$ cat config.mk
export PLATFORM = sky130hd
export DESIGN_NAME = vec_mem_access
export DESIGN_NICKNAME = d
export VERILOG_FILES = /design/src/rtl/vec_mem_access.sv
export SDC_FILE = /design/constraint.sdc
export NUM_CORES = 1
export LEC_CHECK = 0
export BUFFER_PORTS_ARGS = -buffer_cell sky130_fd_sc_hd__buf_2
export CORE_MARGIN = 4
export CORE_UTILIZATION = 30
export CTS_BUF_LIST = sky130_fd_sc_hd__clkbuf_8
export CTS_CLUSTER_SIZE = 20
export DETAILED_ROUTE_END_ITERATION = 16
export PLACE_DENSITY_LB_ADDON = 0.1
export SLEW_MARGIN = 20
export SYNTH_ARGS = -nofsm -noshare
export SYNTH_HDL_FRONTEND = slang
export SYNTH_SLANG_ARGS = --single-unit
$ cat constraint.sdc
create_clock -name clk -period 5.85 [get_ports clk]
set_clock_uncertainty 0.1 [all_clocks]
set_input_delay 1.17 -clock clk [delete_from_list [all_inputs] [get_ports clk]]
set_output_delay 1.17 -clock clk [all_outputs]
set_load 0.05 [all_outputs]
$ cat src/rtl/vec_mem_access.sv
`default_nettype none
// ============================================================================
//  Module   : vec_mem_access
//  Purpose  : Memory-stage sequencer behind the EX/MEM pipeline register.
//             Splits scalar (1-word) and vector (4-word) loads/stores into
//             single-word transactions on a ready-handshaked data-memory
//             port, stalls the upstream pipeline for the duration of the
//             access and presents load results to the MEM/WB side.
//  Revision : 1.0  initial release
// ----------------------------------------------------------------------------
//  Ports
//    clk                  clock, all state updates on the rising edge
//    reset                asynchronous active-low reset
//    wr_mem_in/rd_mem_in  store/load request from EX/MEM (store wins if both)
//    vec_op_in            1 = 4-lane vector access, 0 = scalar access
//    store_address_in     base byte address
//    scalar_result_in     scalar store data
//    v1in..v4in           vector store data, lanes 0..3
//    mem_addr/mem_wdata   memory word address / write data
//    mem_we/mem_re        memory write / read strobes
//    mem_rdata/mem_ready  memory read data / transaction-complete handshake
//    stall                hold PC, IF/ID, ID/EX, EX/MEM
//    ld_valid             one-cycle pulse when load results were updated
//    ld_scalar_out        scalar load result
//    ld_v1out..ld_v4out   vector load result, lanes 0..3
// ============================================================================
module vec_mem_access #(
    parameter int DATA_W    = 32,
    parameter int ADDR_STEP = 4
) (
    input  logic              clk,
    input  logic              reset,
    input  logic              wr_mem_in,
    input  logic              rd_mem_in,
    input  logic              vec_op_in,
    input  logic [DATA_W-1:0] store_address_in,
    input  logic [DATA_W-1:0] scalar_result_in,
    input  logic [DATA_W-1:0] v1in,
    input  logic [DATA_W-1:0] v2in,
    input  logic [DATA_W-1:0] v3in,
    input  logic [DATA_W-1:0] v4in,
    output logic [DATA_W-1:0] mem_addr,
    output logic [DATA_W-1:0] mem_wdata,
    output logic              mem_we,
    output logic              mem_re,
    input  logic [DATA_W-1:0] mem_rdata,
    input  logic              mem_ready,
    output logic              stall,
    output logic              ld_valid,
    output logic [DATA_W-1:0] ld_scalar_out,
    output logic [DATA_W-1:0] ld_v1out,
    output logic [DATA_W-1:0] ld_v2out,
    output logic [DATA_W-1:0] ld_v3out,
    output logic [DATA_W-1:0] ld_v4out
);

    localparam logic [DATA_W-1:0] C_STEP     = DATA_W'(ADDR_STEP);
    localparam logic [1:0]        C_LAST_LANE = 2'd3;

    typedef enum logic [1:0] {
        IDLE   = 2'd0,
        ACCESS = 2'd1,
        DONE   = 2'd2
    } state_t;

    state_t r_state;
    state_t w_next_state;

    // Captured request context (held for the whole access so that the
    // upstream pipeline register is free to be stalled or change)
    logic              r_is_store;
    logic              r_is_vec;
    logic [1:0]        r_lane;
    logic [DATA_W-1:0] r_base;
    logic [DATA_W-1:0] r_sdata;
    logic [DATA_W-1:0] r_vdata [4];

    // Load result registers
    logic [DATA_W-1:0] r_ld_scalar;
    logic [DATA_W-1:0] r_ld_v [4];

    logic              w_req;
    logic              w_accept;
    logic              w_beat;
    logic              w_last_beat;
    logic [DATA_W-1:0] w_offset;
    logic [DATA_W-1:0] w_lane_addr;
    logic [DATA_W-1:0] w_lane_wdata;

    assign w_req = wr_mem_in | rd_mem_in;

    // Byte offset of the current lane; the add wraps modulo 2^DATA_W.
    assign w_offset     = DATA_W'(r_lane) * C_STEP;
    assign w_lane_addr  = r_base + w_offset;
    assign w_lane_wdata = r_is_vec ? r_vdata[r_lane] : r_sdata;
    assign w_last_beat  = !r_is_vec || (r_lane == C_LAST_LANE);

    // ------------------------------------------------------------------
    // Next-state and output decode
    // ------------------------------------------------------------------
    always_comb begin
        w_next_state = r_state;
        w_accept     = 1'b0;
        w_beat       = 1'b0;
        stall        = 1'b0;
        mem_we       = 1'b0;
        mem_re       = 1'b0;
        mem_addr     = '0;
        mem_wdata    = '0;
        ld_valid     = 1'b0;

        case (r_state)
            IDLE: begin
                if (w_req) begin
                    w_accept     = 1'b1;
                    // stall is combinational from the request inputs, so
                    // it is qualified with reset to keep every output low
                    // while reset is asserted.
                    stall        = reset;
                    w_next_state = ACCESS;
                end
            end

            ACCESS: begin
                stall    = 1'b1;
                mem_addr = w_lane_addr;
                if (r_is_store) begin
                    mem_we    = 1'b1;
                    mem_wdata = w_lane_wdata;
                end else begin
                    mem_re = 1'b1;
                end
                if (mem_ready) begin
                    w_beat = 1'b1;
                    if (w_last_beat) begin
                        w_next_state = DONE;
                    end
                end
            end

            DONE: begin
                // Requests still visible here belong to the instruction
                // that is just completing, so they are never accepted.
                ld_valid     = !r_is_store;
                w_next_state = IDLE;
            end

            default: begin
                w_next_state = IDLE;
            end
        endcase
    end

    // ------------------------------------------------------------------
    // State register
    // ------------------------------------------------------------------
    always_ff @(posedge clk or negedge reset) begin
        if (!reset) begin
            r_state <= IDLE;
        end else begin
            r_state <= w_next_state;
        end
    end

    // ------------------------------------------------------------------
    // Request capture and lane counter
    // ------------------------------------------------------------------
    always_ff @(posedge clk or negedge reset) begin
        if (!reset) begin
            r_is_store <= 1'b0;
            r_is_vec   <= 1'b0;
            r_lane     <= 2'd0;
            r_base     <= '0;
            r_sdata    <= '0;
            for (int i = 0; i < 4; i++) begin
                r_vdata[i] <= '0;
            end
        end else begin
            if (w_accept) begin
                // A simultaneous load request is dropped: store wins.
                r_is_store <= wr_mem_in;
                r_is_vec   <= vec_op_in;
                r_lane     <= 2'd0;
                r_base     <= store_address_in;
                r_sdata    <= scalar_result_in;
                r_vdata[0] <= v1in;
                r_vdata[1] <= v2in;
                r_vdata[2] <= v3in;
                r_vdata[3] <= v4in;
            end else if (w_beat) begin
                r_lane <= r_lane + 2'd1;
            end
        end
    end

    // ------------------------------------------------------------------
    // Load result registers: only the lane being completed is written, so
    // a scalar load leaves the vector lanes untouched and vice versa.
    // ------------------------------------------------------------------
    always_ff @(posedge clk or negedge reset) begin
        if (!reset) begin
            r_ld_scalar <= '0;
            for (int i = 0; i < 4; i++) begin
                r_ld_v[i] <= '0;
            end
        end else if (w_beat && !r_is_store) begin
            if (r_is_vec) begin
                r_ld_v[r_lane] <= mem_rdata;
            end else begin
                r_ld_scalar <= mem_rdata;
            end
        end
    end

    assign ld_scalar_out = r_ld_scalar;
    assign ld_v1out      = r_ld_v[0];
    assign ld_v2out      = r_ld_v[1];
    assign ld_v3out      = r_ld_v[2];
    assign ld_v4out      = r_ld_v[3];

endmodule
`default_nettype wire

==> summary.md <==
| Metric | Value |
|---|---|
| Status | `complete, no violations` |
| Tcrit/Tclk final | `~80%` |
| Initial antenna violation count | `16` |
| Cts repair resizes | `0` |
| Fin cells | `about 2.6k` |
| Worst setup path class | `flip-flop to primary output` |
| Fmax | `0.220 GHz` |
| Setup Buffers After CTS | `0` |
| Via density | `between 4 and 5` |
| CTS tree | `done` |
| Number of clock sinks | `358` |
| Total of max-cap violations | `0` |
| Die ar. | `55100 um2` |
| Clock Path Buffers | `3` |
| Cell Area, Synth | `15400 um2` |
| Post-Place Cells | `between 2k and 2.5k` |
| Dominant synthesized flop cell | `dfrtp_1` |
| Initial Util | `30.6%` |
| GP Congestion | `0.819` |
| Core ar. | `50500 um2` |
| Critical Path Slowest Stage Cell | `or3_1` |
| Worst-margin pin slew | `1.04 ns` |
| Critical Path End Type | `primary output` |
| Wire per inst | `18.7 um` |
| Most frequent cell after synthesis | `nand2_1` |
| Slew Limit Headroom | `slightly above 30%` |
| Global route overflow | `0` |
| Root Buffer | `clkbuf_8` |
| Netlist cell types | `40` |
| Final net count | `2134` |
| Drc violations | `0` |
| Synth area leaders | `dfrtp_1 (58%), nand2_1 (15%), mux2_2 (12%)` |
| Drt first pass iters | `5` |
| Dpl hpwl | `33900 um` |
| Tmin final | `4.55 ns` |
| Crit-path max FO | `9` |
| Dominant cell type by area after synthesis | `dfrtp_1` |
| Num CTS Buffers | `69` |
| Seq cells post-synth | `358` |
| Crit path launch type | `flip-flop` |
| P_leak | `about 0.011 uW` |
| Post-DRT Antenna Nets | `0` |
| Final Hold Viols | `0` |
| Gr usage total | `17.4%` |
| Slew Viols, Final | `0` |
| Clock slew at reported path FFs | `~0.050 ns` |
| # fillers | `5229` |
| RSZ-0062 raised after global routing | `no` |
| Commonest cells in the netlist | `nand2_1 (597), dfrtp_1 (358), mux2_2 (160)` |
| Synthesized instance count | `1435` |
| Setup TNS | `0 ns` |
| Seq/Total Area, Yosys | `58.1%` |
| Clk_lat worst skew | `0.61 ns` |
| Max H-tree Level | `3` |
| # IOs | `about 460` |
| Drt total wl | `48900 um` |
| Die height | `roughly 230 um` |
| Initial DRC count | `531` |
| CP Cell Sequence | `ha_1, fa_1, nand4_1, or3_1, or4_1, a21oi_1, buf_2` |
| Avg Cell Area, Syn | `10.8 um2` |
| Worst path max stage delay | `0.59 ns` |
| Port Buffer Count | `457` |
| Vias in the first global route | `12.8k` |
| CTS Hold Bufs | `0` |
| Worst IR drop on VDD | `0.397 mV` |
| Post-synth EDFFs | `0` |
| Area growth from synthesis to layout | `28.1%` |
| Std-Cell Rows | `a little over 80` |
| Layout cells sized above 1 | `39.8%` |
| First-pass GRT wire length | `76400 um` |
| Post-synth top area share | `58.1%` |
| Synth async-reset ratio | `100%` |
| PD cells | `635 nW/um2` |
| Synth warn | `0` |
| Final setup violating endpoints | `0` |
| Net count after synthesis | `1672` |
| Largest net degree at the start of global routing | `198` |
| Via count | `around 12k` |
| Die span in x | `235 um` |
| Worst Path Required | `4.58 ns` |
| Hold WC Path Type | `flip-flop to flip-flop` |
| Critical Path AT | `3.28 ns` |
[cell type report]
cell class / instances / area, um2 / share of cell area (%)
antenna: 7 / 17.5 / 0.0886
clock inverter: 25 / 118 / 0.595
timing repair buffer: 472 / 2450 / 12.4
sequential: 358 / 8960 / 45.3
tap: 672 / 841 / 4.25
multi-input combinational: 988 / 6150 / 31.1
inverter: 8 / 30.0 / 0.152
clock buffer: 87 / 1200 / 6.06
[per-layer routing]
metal / up-vias / GRT usage [%] / wire length [um]
met5: - / 0 / 96
met4: 14 / 4.62 / 929
met3: 78 / 5.30 / 3010
met2: 391 / 28.0 / 22800
met1: 5901 / 23.1 / 22000
li1: 5679 / - / -
[cells by family (layout without fill, tap and decap cells)]
kind of cell | count (synthesis) | after routing | share of synthesized area (%)
compound gates | 42 | 42 | 1.67
xor+xnor | 12 | 12 | 0.681
fa+ha+maj | 7 | 7 | 0.616
buf+inv | 89 | 592 | 2.24
flops | 358 | 358 | 58.1
mux | 224 | 224 | 18.4
other cells | 0 | 7 | 0
simple gates | 703 | 703 | 18.3
[path summary, 6_finish.rpt]
kind	cells after the start	slack (ns)	endpoint	start
worst max-delay path	7	1.30	mem_addr[30]	r_base[2]
max in group asynchronous	2	3.84	r_sdata[21]	reset
worst min-delay path	2	0.37	r_base[1]	r_base[1]
worst max register to register	5	2.45	ld_v1out[9]	r_state[1]
min in group asynchronous	1	0.41	ld_scalar_out[24]	reset
worst min register to register	2	0.37	r_base[1]	r_base[1]
[layout by cell type, fill, tap and decap left out, types with 12 or more instances in the layout]
cell	Yosys	routed
a21oi_1	16	16
buf_2	3	456
buf_4	0	12
clkbuf_8	0	87
dfrtp_1	358	355
inv_1	8	27
mux2_2	160	160
mux2i_1	32	32
mux4_2	32	32
nand2_1	597	592
nor2_1	50	50
[worst max-delay path: cells and delay by family, from the launching register on]
family / cells / cell delay [ns]
adder cells (fa/ha/maj): 2 / 0.45
AO/OA/AOI/OAI: 1 / 0.18
buffers and inverters: 1 / 0.30
flip-flops: 1 / 0.35
AND/OR/NAND/NOR: 3 / 1.37
[flip-flops by register name, indices dropped and copies added, names as in the netlist]
signal,cells
r_sdata,32
r_is_vec,1
r_vdata,128
ld_v1out,32
ld_v2out,32
r_lane,2
ld_v3out,32
r_base,32
r_is_store,1
ld_v4out,32
ld_scalar_out,32
r_state,2
[per-stage QoR]
| step | utilization [%] | hold slack [ns] | total power (uW) | setup WS [ns] | cell area, um2 |
|---|---|---|---|---|---|
| after floorplan | - | 0.337 | 8610 | 1.79 | 15400 |
| after global placement | 36.5 | 0.351 | 10200 | 2.01 | 18400 |
| after CTS | 39.1 | 0.372 | 12800 | 1.23 | 19800 |
| after global routing | 39.1 | 0.387 | 13400 | 1.14 | 19800 |
| after detailed placement | 36.5 | 0.359 | 10300 | 1.93 | 18400 |
| final | 39.2 | 0.366 | 12500 | 1.30 | 19800 |
[report_power, final]
| group | leakage (uW) | internal [uW] | switching, uW |
|---|---|---|---|
| Combinational | 0.00530 | 1780 | 4150 |
| Clock | 0.000732 | 1320 | 1050 |
| Sequential | 0.00450 | 3580 | 675 |
Note: power is estimated with default switching activity, not from simulation.
